[config.mk]
export PLATFORM = sky130hd
export DESIGN_NAME = uart_word_bridge_flat
export DESIGN_NICKNAME = d
export VERILOG_FILES = /design/src/rtl/uart_word_bridge_pkg.sv /design/src/rtl/uart_word_bridge_if.sv /design/src/rtl/uart_word_bridge_sync_fifo.sv /design/src/rtl/uart_word_bridge.sv /design/src/flat_wrapper.sv
export SDC_FILE = /design/constraint.sdc
export NUM_CORES = 2
export LEC_CHECK = 0
export CAP_MARGIN = 20
export CORE_ASPECT_RATIO = 0.8
export CORE_MARGIN = 10
export CORE_UTILIZATION = 50
export DETAILED_ROUTE_END_ITERATION = 8
export PLACE_DENSITY = 0.67
export SLEW_MARGIN = 20
export SYNTH_ARGS = -nofsm -noshare
export SYNTH_HDL_FRONTEND = slang
export SYNTH_SLANG_ARGS = --single-unit
[constraint.sdc]
create_clock -name clk -period 5.9 [get_ports clk]
set_input_delay 1.475 -clock clk [delete_from_list [all_inputs] [get_ports clk]]
set_output_delay 1.475 -clock clk [all_outputs]
set_load 0.02 [all_outputs]
[src/rtl/uart_word_bridge_pkg.sv]
// Shared types and constants for the word-to-byte UART bridge.
// Latency: n/a (declarations only).
// Backpressure: n/a (declarations only).
package uart_word_bridge_pkg;

  typedef enum logic [1:0] {
    T_IDLE = 2'd0,
    T_LOAD = 2'd1,
    T_SEND = 2'd2,
    T_WAIT = 2'd3
  } tx_state_t;

  typedef enum logic {
    R_IDLE = 1'b0,
    R_ACK  = 1'b1
  } rx_state_t;

  localparam int DROP_CNT_W = 8;

  // Byte index width; a one-byte word still needs a 1-bit index register.
  function automatic int byte_idx_w(input int word_bytes);
    return (word_bytes > 1) ? $clog2(word_bytes) : 1;
  endfunction

endpackage

[src/rtl/uart_word_bridge_if.sv]
// Byte-level handshake between the bridge and the UART core.
// Latency: n/a (wires only).
// Backpressure: tx launch waits for the tx_rdy completion pulse; rx byte held until acked.
interface uart_word_bridge_if;
  logic [7:0] byte_tx_data;
  logic       byte_tx_vld;
  logic       byte_tx_rdy;
  logic [7:0] byte_rx_data;
  logic       byte_rx_rdy;
  logic       byte_rx_ack;

  modport master (
    output byte_tx_data, byte_tx_vld, byte_rx_ack,
    input  byte_tx_rdy, byte_rx_data, byte_rx_rdy
  );

  modport slave (
    input  byte_tx_data, byte_tx_vld, byte_rx_ack,
    output byte_tx_rdy, byte_rx_data, byte_rx_rdy
  );
endinterface

[src/rtl/uart_word_bridge_sync_fifo.sv]
// Single-clock FIFO of 2^DEPTH_IDX entries with an occupancy output.
// Latency: pop_data/pop_vld registered, valid the cycle after an accepted pop.
// Backpressure: push refused when level is full, pop ignored when empty (level before the edge decides).
module sync_fifo #(
  parameter int W         = 8,
  parameter int DEPTH_IDX = 5
) (
  input  logic                 clk,
  input  logic                 rst_n,
  input  logic                 push,
  input  logic [W-1:0]         push_data,
  input  logic                 pop,
  output logic [W-1:0]         pop_data,
  output logic                 pop_vld,
  output logic [DEPTH_IDX:0]   level
);
  localparam int DEPTH = 1 << DEPTH_IDX;

  logic [W-1:0]           mem [DEPTH];
  logic [DEPTH_IDX-1:0]   wr_ptr;
  logic [DEPTH_IDX-1:0]   rd_ptr;
  logic                   do_push;
  logic                   do_pop;

  assign do_push = push && (level != (DEPTH_IDX+1)'(DEPTH));
  assign do_pop  = pop && (level != '0);

  // Storage array; no reset needed since level gates every read.
  always_ff @(posedge clk) begin
    if (do_push) mem[wr_ptr] <= push_data;
  end

  // Pointers, occupancy and registered read port.
  always_ff @(posedge clk or negedge rst_n) begin
    if (!rst_n) begin
      wr_ptr   <= '0;
      rd_ptr   <= '0;
      level    <= '0;
      pop_data <= '0;
      pop_vld  <= 1'b0;
    end else begin
      pop_vld <= do_pop;
      if (do_push) wr_ptr <= wr_ptr + DEPTH_IDX'(1);
      if (do_pop) begin
        rd_ptr   <= rd_ptr + DEPTH_IDX'(1);
        pop_data <= mem[rd_ptr];
      end
      case ({do_push, do_pop})
        2'b10:   level <= level + (DEPTH_IDX+1)'(1);
        2'b01:   level <= level - (DEPTH_IDX+1)'(1);
        default: level <= level;
      endcase
    end
  end
endmodule

[src/rtl/uart_word_bridge.sv]
// Word<->byte bridge: request words go out LSB byte first, inbound bytes are packed into response words.
// Latency: first tx byte 3 clks after request handshake; rx word in rsp_level 2 clks after last byte_rx_rdy.
// Backpressure: req_rdy_o low when request FIFO full; full response FIFO drops whole words (counted).
// Optional inter-byte rx timeout enabled by defining UART_WORD_BRIDGE_RX_TIMEOUT_EN.
module uart_word_bridge
  import uart_word_bridge_pkg::*;
#(
  parameter int WORD_BYTES        = 4,
  parameter int REQ_DEPTH_IDX     = 5,
  parameter int RSP_DEPTH_IDX     = 5,
  parameter int RX_TIMEOUT_CYCLES = 50000,
  localparam int WORD_W           = 8 * WORD_BYTES
) (
  input  logic                    clk,
  input  logic                    rst_n,
  input  logic [WORD_W-1:0]       req_data_i,
  input  logic                    req_vld_i,
  output logic                    req_rdy_o,
  input  logic                    rsp_r_en,
  output logic [WORD_W-1:0]       rsp_data_o,
  output logic                    rsp_data_o_vld,
  uart_word_bridge_if.master      uart,
  output logic [REQ_DEPTH_IDX:0]  req_level,
  output logic [RSP_DEPTH_IDX:0]  rsp_level,
  output logic [DROP_CNT_W-1:0]   rx_drop_cnt,
  output logic                    rsp_overflow
);
  localparam int IDX_W = byte_idx_w(WORD_BYTES);
  localparam logic [IDX_W-1:0] LAST_IDX = IDX_W'(WORD_BYTES - 1);

  tx_state_t          tx_state;
  rx_state_t          rx_state;
  logic [IDX_W-1:0]   tx_idx;
  logic [IDX_W-1:0]   rx_idx;
  logic [WORD_W-1:0]  tx_word;
  logic [WORD_W-1:0]  rx_asm;
  logic               rx_done;
  logic               rdy_en;
  logic               req_push;
  logic               req_pop;
  logic [WORD_W-1:0]  req_pop_data;
  logic               req_pop_vld;
  logic               rsp_push;
  logic               rsp_full;
  logic               rx_capture;

  assign req_rdy_o  = rdy_en && !req_level[REQ_DEPTH_IDX];
  assign req_push   = req_vld_i && req_rdy_o;
  assign req_pop    = (tx_state == T_LOAD);
  assign rsp_full   = rsp_level[RSP_DEPTH_IDX];
  assign rsp_push   = (rx_state == R_ACK) && rx_done;
  assign rx_capture = (rx_state == R_IDLE) && uart.byte_rx_rdy;

  sync_fifo #(.W(WORD_W), .DEPTH_IDX(REQ_DEPTH_IDX)) u_req_fifo (
    .clk(clk), .rst_n(rst_n),
    .push(req_push), .push_data(req_data_i),
    .pop(req_pop), .pop_data(req_pop_data), .pop_vld(req_pop_vld),
    .level(req_level)
  );

  sync_fifo #(.W(WORD_W), .DEPTH_IDX(RSP_DEPTH_IDX)) u_rsp_fifo (
    .clk(clk), .rst_n(rst_n),
    .push(rsp_push), .push_data(rx_asm),
    .pop(rsp_r_en), .pop_data(rsp_data_o), .pop_vld(rsp_data_o_vld),
    .level(rsp_level)
  );

  // Hold off request acceptance until the first edge after reset release.
  always_ff @(posedge clk or negedge rst_n) begin
    if (!rst_n) rdy_en <= 1'b0;
    else        rdy_en <= 1'b1;
  end

  // TX FSM: pop a word, then launch its bytes LSB first, one per completion pulse.
  always_ff @(posedge clk or negedge rst_n) begin
    if (!rst_n) begin
      tx_state          <= T_IDLE;
      tx_idx            <= '0;
      tx_word           <= '0;
      uart.byte_tx_data <= '0;
      uart.byte_tx_vld  <= 1'b0;
    end else begin
      uart.byte_tx_vld <= 1'b0;
      unique case (tx_state)
        T_IDLE: begin
          tx_idx <= '0;
          if (req_level != '0) tx_state <= T_LOAD;
        end
        T_LOAD: tx_state <= T_SEND;
        T_SEND: begin
          // The popped word is only on the FIFO read port for the first byte.
          if (req_pop_vld) begin
            tx_word           <= req_pop_data;
            uart.byte_tx_data <= req_pop_data[7:0];
          end else begin
            uart.byte_tx_data <= 8'(tx_word >> {tx_idx, 3'b000});
          end
          uart.byte_tx_vld <= 1'b1;
          tx_state         <= T_WAIT;
        end
        T_WAIT: begin
          if (uart.byte_tx_rdy) begin
            if (tx_idx == LAST_IDX) begin
              tx_state <= T_IDLE;
            end else begin
              tx_idx   <= tx_idx + IDX_W'(1);
              tx_state <= T_SEND;
            end
          end
        end
        default: tx_state <= T_IDLE;
      endcase
    end
  end

`ifdef UART_WORD_BRIDGE_RX_TIMEOUT_EN
  localparam int TO_W = $clog2(RX_TIMEOUT_CYCLES + 1);
  localparam logic [TO_W-1:0] TO_LAST = TO_W'(RX_TIMEOUT_CYCLES - 1);
  logic [TO_W-1:0] to_cnt;
`endif

  // RX FSM: pack acked bytes into a word, push or drop it on completion, plus optional idle timeout.
  always_ff @(posedge clk or negedge rst_n) begin
    if (!rst_n) begin
      rx_state         <= R_IDLE;
      rx_idx           <= '0;
      rx_asm           <= '0;
      rx_done          <= 1'b0;
      uart.byte_rx_ack <= 1'b0;
      rx_drop_cnt      <= '0;
      rsp_overflow     <= 1'b0;
`ifdef UART_WORD_BRIDGE_RX_TIMEOUT_EN
      to_cnt           <= '0;
`endif
    end else begin
      uart.byte_rx_ack <= 1'b0;
      unique case (rx_state)
        R_IDLE: begin
          if (uart.byte_rx_rdy) begin
            rx_asm           <= rx_asm | (WORD_W'(uart.byte_rx_data) << {rx_idx, 3'b000});
            rx_done          <= (rx_idx == LAST_IDX);
            rx_idx           <= (rx_idx == LAST_IDX) ? '0 : rx_idx + IDX_W'(1);
            uart.byte_rx_ack <= 1'b1;
            rx_state         <= R_ACK;
          end
        end
        R_ACK: begin
          rx_state <= R_IDLE;
          if (rx_done) begin
            // The FIFO takes rx_asm this cycle unless full; either way the word is finished.
            rx_done <= 1'b0;
            rx_asm  <= '0;
            if (rsp_full) begin
              rsp_overflow <= 1'b1;
              if (rx_drop_cnt != '1) rx_drop_cnt <= rx_drop_cnt + DROP_CNT_W'(1);
            end
          end
        end
        default: rx_state <= R_IDLE;
      endcase
`ifdef UART_WORD_BRIDGE_RX_TIMEOUT_EN
      // A capture restarts the window; a completion and a timeout never coincide since idx is 0 then.
      if (rx_capture) begin
        to_cnt <= '0;
      end else if (rx_idx != '0) begin
        if (to_cnt == TO_LAST) begin
          to_cnt <= '0;
          rx_idx <= '0;
          rx_asm <= '0;
          if (rx_drop_cnt != '1) rx_drop_cnt <= rx_drop_cnt + DROP_CNT_W'(1);
        end else begin
          to_cnt <= to_cnt + TO_W'(1);
        end
      end else begin
        to_cnt <= '0;
      end
`endif
    end
  end
endmodule

[src/flat_wrapper.sv]
// flat-port wrapper written by rule: the top's interface ports become plain ports
module uart_word_bridge_flat import uart_word_bridge_pkg::*;
#(
  parameter int WORD_BYTES        = 4,
  parameter int REQ_DEPTH_IDX     = 5,
  parameter int RSP_DEPTH_IDX     = 5,
  parameter int RX_TIMEOUT_CYCLES = 50000,
  localparam int WORD_W           = 8 * WORD_BYTES
)
  (clk, rst_n, req_data_i, req_vld_i, req_rdy_o, rsp_r_en, rsp_data_o, rsp_data_o_vld, req_level, rsp_level, rx_drop_cnt, rsp_overflow, uart_byte_tx_data, uart_byte_tx_vld, uart_byte_rx_ack, uart_byte_tx_rdy, uart_byte_rx_data, uart_byte_rx_rdy);
  uart_word_bridge_if uart_i ();
  input  logic clk;
  input  logic rst_n;
  input  logic [WORD_W-1:0] req_data_i;
  input  logic req_vld_i;
  output logic req_rdy_o;
  input  logic rsp_r_en;
  output logic [WORD_W-1:0] rsp_data_o;
  output logic rsp_data_o_vld;
  output logic [REQ_DEPTH_IDX:0] req_level;
  output logic [RSP_DEPTH_IDX:0] rsp_level;
  output logic [DROP_CNT_W-1:0] rx_drop_cnt;
  output logic rsp_overflow;
  output wire logic [$bits(uart_i.byte_tx_data)-1:0] uart_byte_tx_data;
  output wire logic [$bits(uart_i.byte_tx_vld)-1:0] uart_byte_tx_vld;
  output wire logic [$bits(uart_i.byte_rx_ack)-1:0] uart_byte_rx_ack;
  input wire logic [$bits(uart_i.byte_tx_rdy)-1:0] uart_byte_tx_rdy;
  input wire logic [$bits(uart_i.byte_rx_data)-1:0] uart_byte_rx_data;
  input wire logic [$bits(uart_i.byte_rx_rdy)-1:0] uart_byte_rx_rdy;
  assign uart_byte_tx_data = uart_i.byte_tx_data;
  assign uart_byte_tx_vld = uart_i.byte_tx_vld;
  assign uart_byte_rx_ack = uart_i.byte_rx_ack;
  assign uart_i.byte_tx_rdy = uart_byte_tx_rdy;
  assign uart_i.byte_rx_data = uart_byte_rx_data;
  assign uart_i.byte_rx_rdy = uart_byte_rx_rdy;
  uart_word_bridge #(.WORD_BYTES(WORD_BYTES), .REQ_DEPTH_IDX(REQ_DEPTH_IDX), .RSP_DEPTH_IDX(RSP_DEPTH_IDX), .RX_TIMEOUT_CYCLES(RX_TIMEOUT_CYCLES)) u_core (.clk(clk), .rst_n(rst_n), .req_data_i(req_data_i), .req_vld_i(req_vld_i), .req_rdy_o(req_rdy_o), .rsp_r_en(rsp_r_en), .rsp_data_o(rsp_data_o), .rsp_data_o_vld(rsp_data_o_vld), .uart(uart_i), .req_level(req_level), .rsp_level(rsp_level), .rx_drop_cnt(rx_drop_cnt), .rsp_overflow(rsp_overflow));
endmodule
==> impl_metrics.json <==
{
  "run_status": "completed",
  "final_core_util_pct": 56.79,
  "grt_max_degree": 91,
  "post_cts.resized_instances": 0,
  "peakVddDrop_uv": 399.4,
  "floorplan.initialDensity_pct": 50.22,
  "cts_htree_levels": 4,
  "synth_area_leaders": "sky130_fd_sc_hd__edfxtp_1 71%, sky130_fd_sc_hd__mux2i_1 8.3%, sky130_fd_sc_hd__dfrtp_1 5.5%",
  "distinct_cells_synth": 66,
  "yosysWarnings": 0,
  "placement.setup.worst_slack_ps": 1204,
  "report.final.setup_viol": 0,
  "period_needed_ps": 3864,
  "synth-seq-area-share_pct": 76.89,
  "number_of_synthesized_flops_with_an_enable_pin": 2048,
  "clockRootBuffer": "sky130_fd_sc_hd__clkbuf_16",
  "timing.final.crit_share_pct": 65.50,
  "detail_route.vias_per_cell": 6.097,
  "cts_post_setup_buffers_inserted": 0,
  "io-pin-count": 111,
  "clkSinkCount": 2237,
  "dr_total_vias": 43399,
  "flop_and_latch_count_out_of_synthesis": 2237,
  "dieWidth_um": 484.1,
  "nFillCells": 12684,
  "cts.reportedPaths.clkPinSlew_ps": 60,
  "placement.io_buffers": 110,
  "grt_first_pass_wirelength_mm": 298.6,
  "design.final.nets": 4741,
  "grt_pass1_vias": 42991,
  "met3_length_mm": 17.35,
  "gp_routability_congestion": 0.8500,
  "endpoint_kind": "register",
  "tritoncts": "built",
  "synthesis.instances": 4476,
  "total_standard_cell_area_after_synthesis_um2": 86140,
  "finalHoldViolCount": 0,
  "clock_skew_ps": 30.14,
  "power-per-cell-area_nw_per_um2": 451.2,
  "max_clock_freq_ghz": 0.2588,
  "hp-class": "reg2reg",
  "power_leakage_nw": 31.89,
  "cp_cell_sequence": "clkdlybuf4s50_1, and2_1, nand2_1, nor2_4, buf_4",
  "grt_setup_unrepaired": "no",
  "rr_worst_depth": 9,
  "grt.total_usage_pct": 21.11,
  "syn_nets": 4544,
  "routed_wire_length_mm": 204.0,
  "fp.dieArea_um2": 189400,
  "topRoutingLayerUsed": "met4",
  "type_of_element_launching_the_critical_path": "input pin",
  "routedLengthMet1_mm": 91.04,
  "cp_slowest_stage_delay_ps": 960,
  "met2_wl_mm": 91.61,
  "placement_rows": 136,
  "async_flop_share_pct": 8.449,
  "worst-path-stages": 5,
  "area_growth_syn_to_layout_pct": 13.09,
  "cts_buffers": 209,
  "worst_pin_slew_ps": 1124,
  "critical_path_required_ps": 6410,
  "clockBufferDepth": 3,
  "maxCapViolCount": 0,
  "worstSetupPathType": "in2reg",
  "detail-route-antenna-nets": 0,
  "cp.arrival_ps": 4370,
  "die_h_um": 391.2,
  "clk-insertion-delay-late_ps": 830,
  "post-synth-top-area-cell": "sky130_fd_sc_hd__edfxtp_1",
  "timing.critical_path.buf_inv": 2,
  "critical_path_slowest_stage_cell": "sky130_fd_sc_hd__nor2_4",
  "drt_iter0_markers": 5129,
  "dominantRegCellSynth": "sky130_fd_sc_hd__edfxtp_1",
  "maxSlewViolCount": 0,
  "final.setup.tns_ps": 0,
  "cp_max_fo": 23,
  "post_synth_most_frequent_cells": "2048 x sky130_fd_sc_hd__edfxtp_1, 711 x sky130_fd_sc_hd__mux2i_1, 350 x sky130_fd_sc_hd__a22oi_1",
  "synth.top_cell.area_share_pct": 71.40,
  "normalized_max_slew_margin_pct": 25.05,
  "globalRoute.totalOverflow": 0,
  "residual_drc_count": 0,
  "hpwl_mm": 122.8,
  "wl_per_cell_um": 28.66,
  "grt_antenna_before_repair": 8,
  "post-synth-top-count-cell": "sky130_fd_sc_hd__edfxtp_1",
  "final_layout_size_suffix_gt1_share_pct": 16.05,
  "syn-mean-instance-area_um2": 19.24,
  "floorplan.core_area_um2": 171500,
  "drt_pass1_iterations": 6,
  "postLayoutSetupSlackWorst_ps": 2036,
  "hold_depth": 2,
  "cts-hold-fix-buffers": 0,
  "critical_path.top_delay_family": "simple AND/OR/NAND/NOR gates"
}
## state kept, by name, indices dropped and copies added (netlist names), 2 cells and up
name / cells
u_core.u_req_fifo.mem: 1024
u_core.u_rsp_fifo.wr_ptr: 5
u_core.u_req_fifo.rd_ptr: 5
u_core.uart.byte_tx_data: 8
u_core.rx_drop_cnt: 8
u_core.u_req_fifo.pop_data: 32
u_core.u_rsp_fifo.pop_data: 32
u_core.u_rsp_fifo.level: 6
u_core.u_req_fifo.level: 6
u_core.rx_asm: 32
u_core.tx_state: 2
u_core.u_req_fifo.wr_ptr: 5
u_core.u_rsp_fifo.rd_ptr: 5
u_core.u_rsp_fifo.mem: 1024
u_core.tx_word: 32
u_core.rx_idx: 2
u_core.tx_idx: 2
## cells in the final DEF, fill, tap and decap left out, types with 22 or more instances in the layout
master                            netlist  layout
sky130_fd_sc_hd__mux4_2               170     170
sky130_fd_sc_hd__buf_12                 0      24
sky130_fd_sc_hd__edfxtp_1            2048    2048
sky130_fd_sc_hd__clkbuf_1              88      54
sky130_fd_sc_hd__o41ai_2               31      31
sky130_fd_sc_hd__o22ai_1               31      31
sky130_fd_sc_hd__a22oi_1              350     350
sky130_fd_sc_hd__nand2_1              110     109
sky130_fd_sc_hd__dfrtp_1              189     169
sky130_fd_sc_hd__buf_4                 31     103
sky130_fd_sc_hd__nand4_1              104     104
sky130_fd_sc_hd__clkbuf_16              0     212
sky130_fd_sc_hd__o22a_1                32      32
sky130_fd_sc_hd__a21oi_1               39      39
sky130_fd_sc_hd__clkinv_2               0      34
sky130_fd_sc_hd__mux2i_1              711     711
sky130_fd_sc_hd__nor2_1               137      73
sky130_fd_sc_hd__xnor2_1               22      22
sky130_fd_sc_hd__clkinv_1               0      29
sky130_fd_sc_hd__nor2_4                 0      64
sky130_fd_sc_hd__clkdlybuf4s50_1        0      95
sky130_fd_sc_hd__o31ai_1               33      33
## worst paths after layout
check                                               startpoint                             end  slack, ps
worst max register to register      u_core.u_rsp_fifo.level[1]      u_core.u_rsp_fifo.level[5]       2170
worst min-delay path            u_core.u_rsp_fifo.pop_data[28]  u_core.u_rsp_fifo.pop_data[28]        480
worst max-delay path                                 req_vld_i    u_core.u_req_fifo.mem[10][2]       2040
min in group asynchronous                                rst_n           u_core.rx_drop_cnt[3]        700
max in group asynchronous                                rst_n  u_core.u_rsp_fifo.pop_data[30]       4160
worst min register to register  u_core.u_rsp_fifo.pop_data[28]  u_core.u_rsp_fifo.pop_data[28]        480
## cell families (layout without fill, tap and decap cells)
logic type / after synthesis / after routing / share of synthesized area (%)
other cells: 1 / 2 / 0.004353
compound gates: 556 / 556 / 5.019
xor+xnor: 34 / 34 / 0.3457
buf+inv: 275 / 639 / 1.625
fa+ha+maj: 22 / 22 / 0.3283
flops: 2237 / 2237 / 76.89
simple gates: 436 / 436 / 2.641
mux: 915 / 915 / 13.15
## report_power, final
group / internal, mW / leakage, nW / switching [mW]
logic: 4.16 / 7.96 / 5.79
clock network: 7.37 / 3.25 / 5.70
registers: 19.1 / 20.7 / 1.82
total: 30.6 / 31.9 / 13.3
## per-layer routing
metal,up-vias,global-route usage [%]
met2,1828,31.40
met1,22670,32.24
li1,18623,-
met3,278,4.313
met5,-,0
met4,0,4.734
## stage by stage
step / instances / hold slack (ps) / power (mW) / area, µm²
after floorplan: 4476 / 441.3 / 27.23 / 86140
after global placement: 6721 / 456.5 / 31.01 / 90410
after detailed placement: 6722 / 463.9 / 31.21 / 90430
after CTS: 7100 / 480.4 / 44.19 / 97050
after global routing: 7118 / 496.6 / 45.57 / 97410
final: 7118 / 478.3 / 43.96 / 97410
## area by class of cell
class	count	area, µm²	share of cell area [%]
clock inverter	95	879.6	0.9029
sequential	2237	66260	68.02
tap	2277	2849	2.925
timing repair buffer	243	2405	2.469
inverter	18	67.56	0.06936
multi-input combinational	1964	19210	19.72
clock buffer	283	5742	5.894
antenna	1	2.502	0.002569
## worst register-to-register path: stages, from the launching register on
cell and delay [ps]:
sky130_fd_sc_hd__dfrtp_1 430, sky130_fd_sc_hd__or4_4 590, sky130_fd_sc_hd__o31ai_4 580, sky130_fd_sc_hd__inv_1 230
sky130_fd_sc_hd__ha_1 350, sky130_fd_sc_hd__ha_1 360, sky130_fd_sc_hd__or4b_2 670, sky130_fd_sc_hd__o311a_1 140
sky130_fd_sc_hd__o311ai_0 140, sky130_fd_sc_hd__xnor2_1 170
Power figures use the tool's default switching activity.
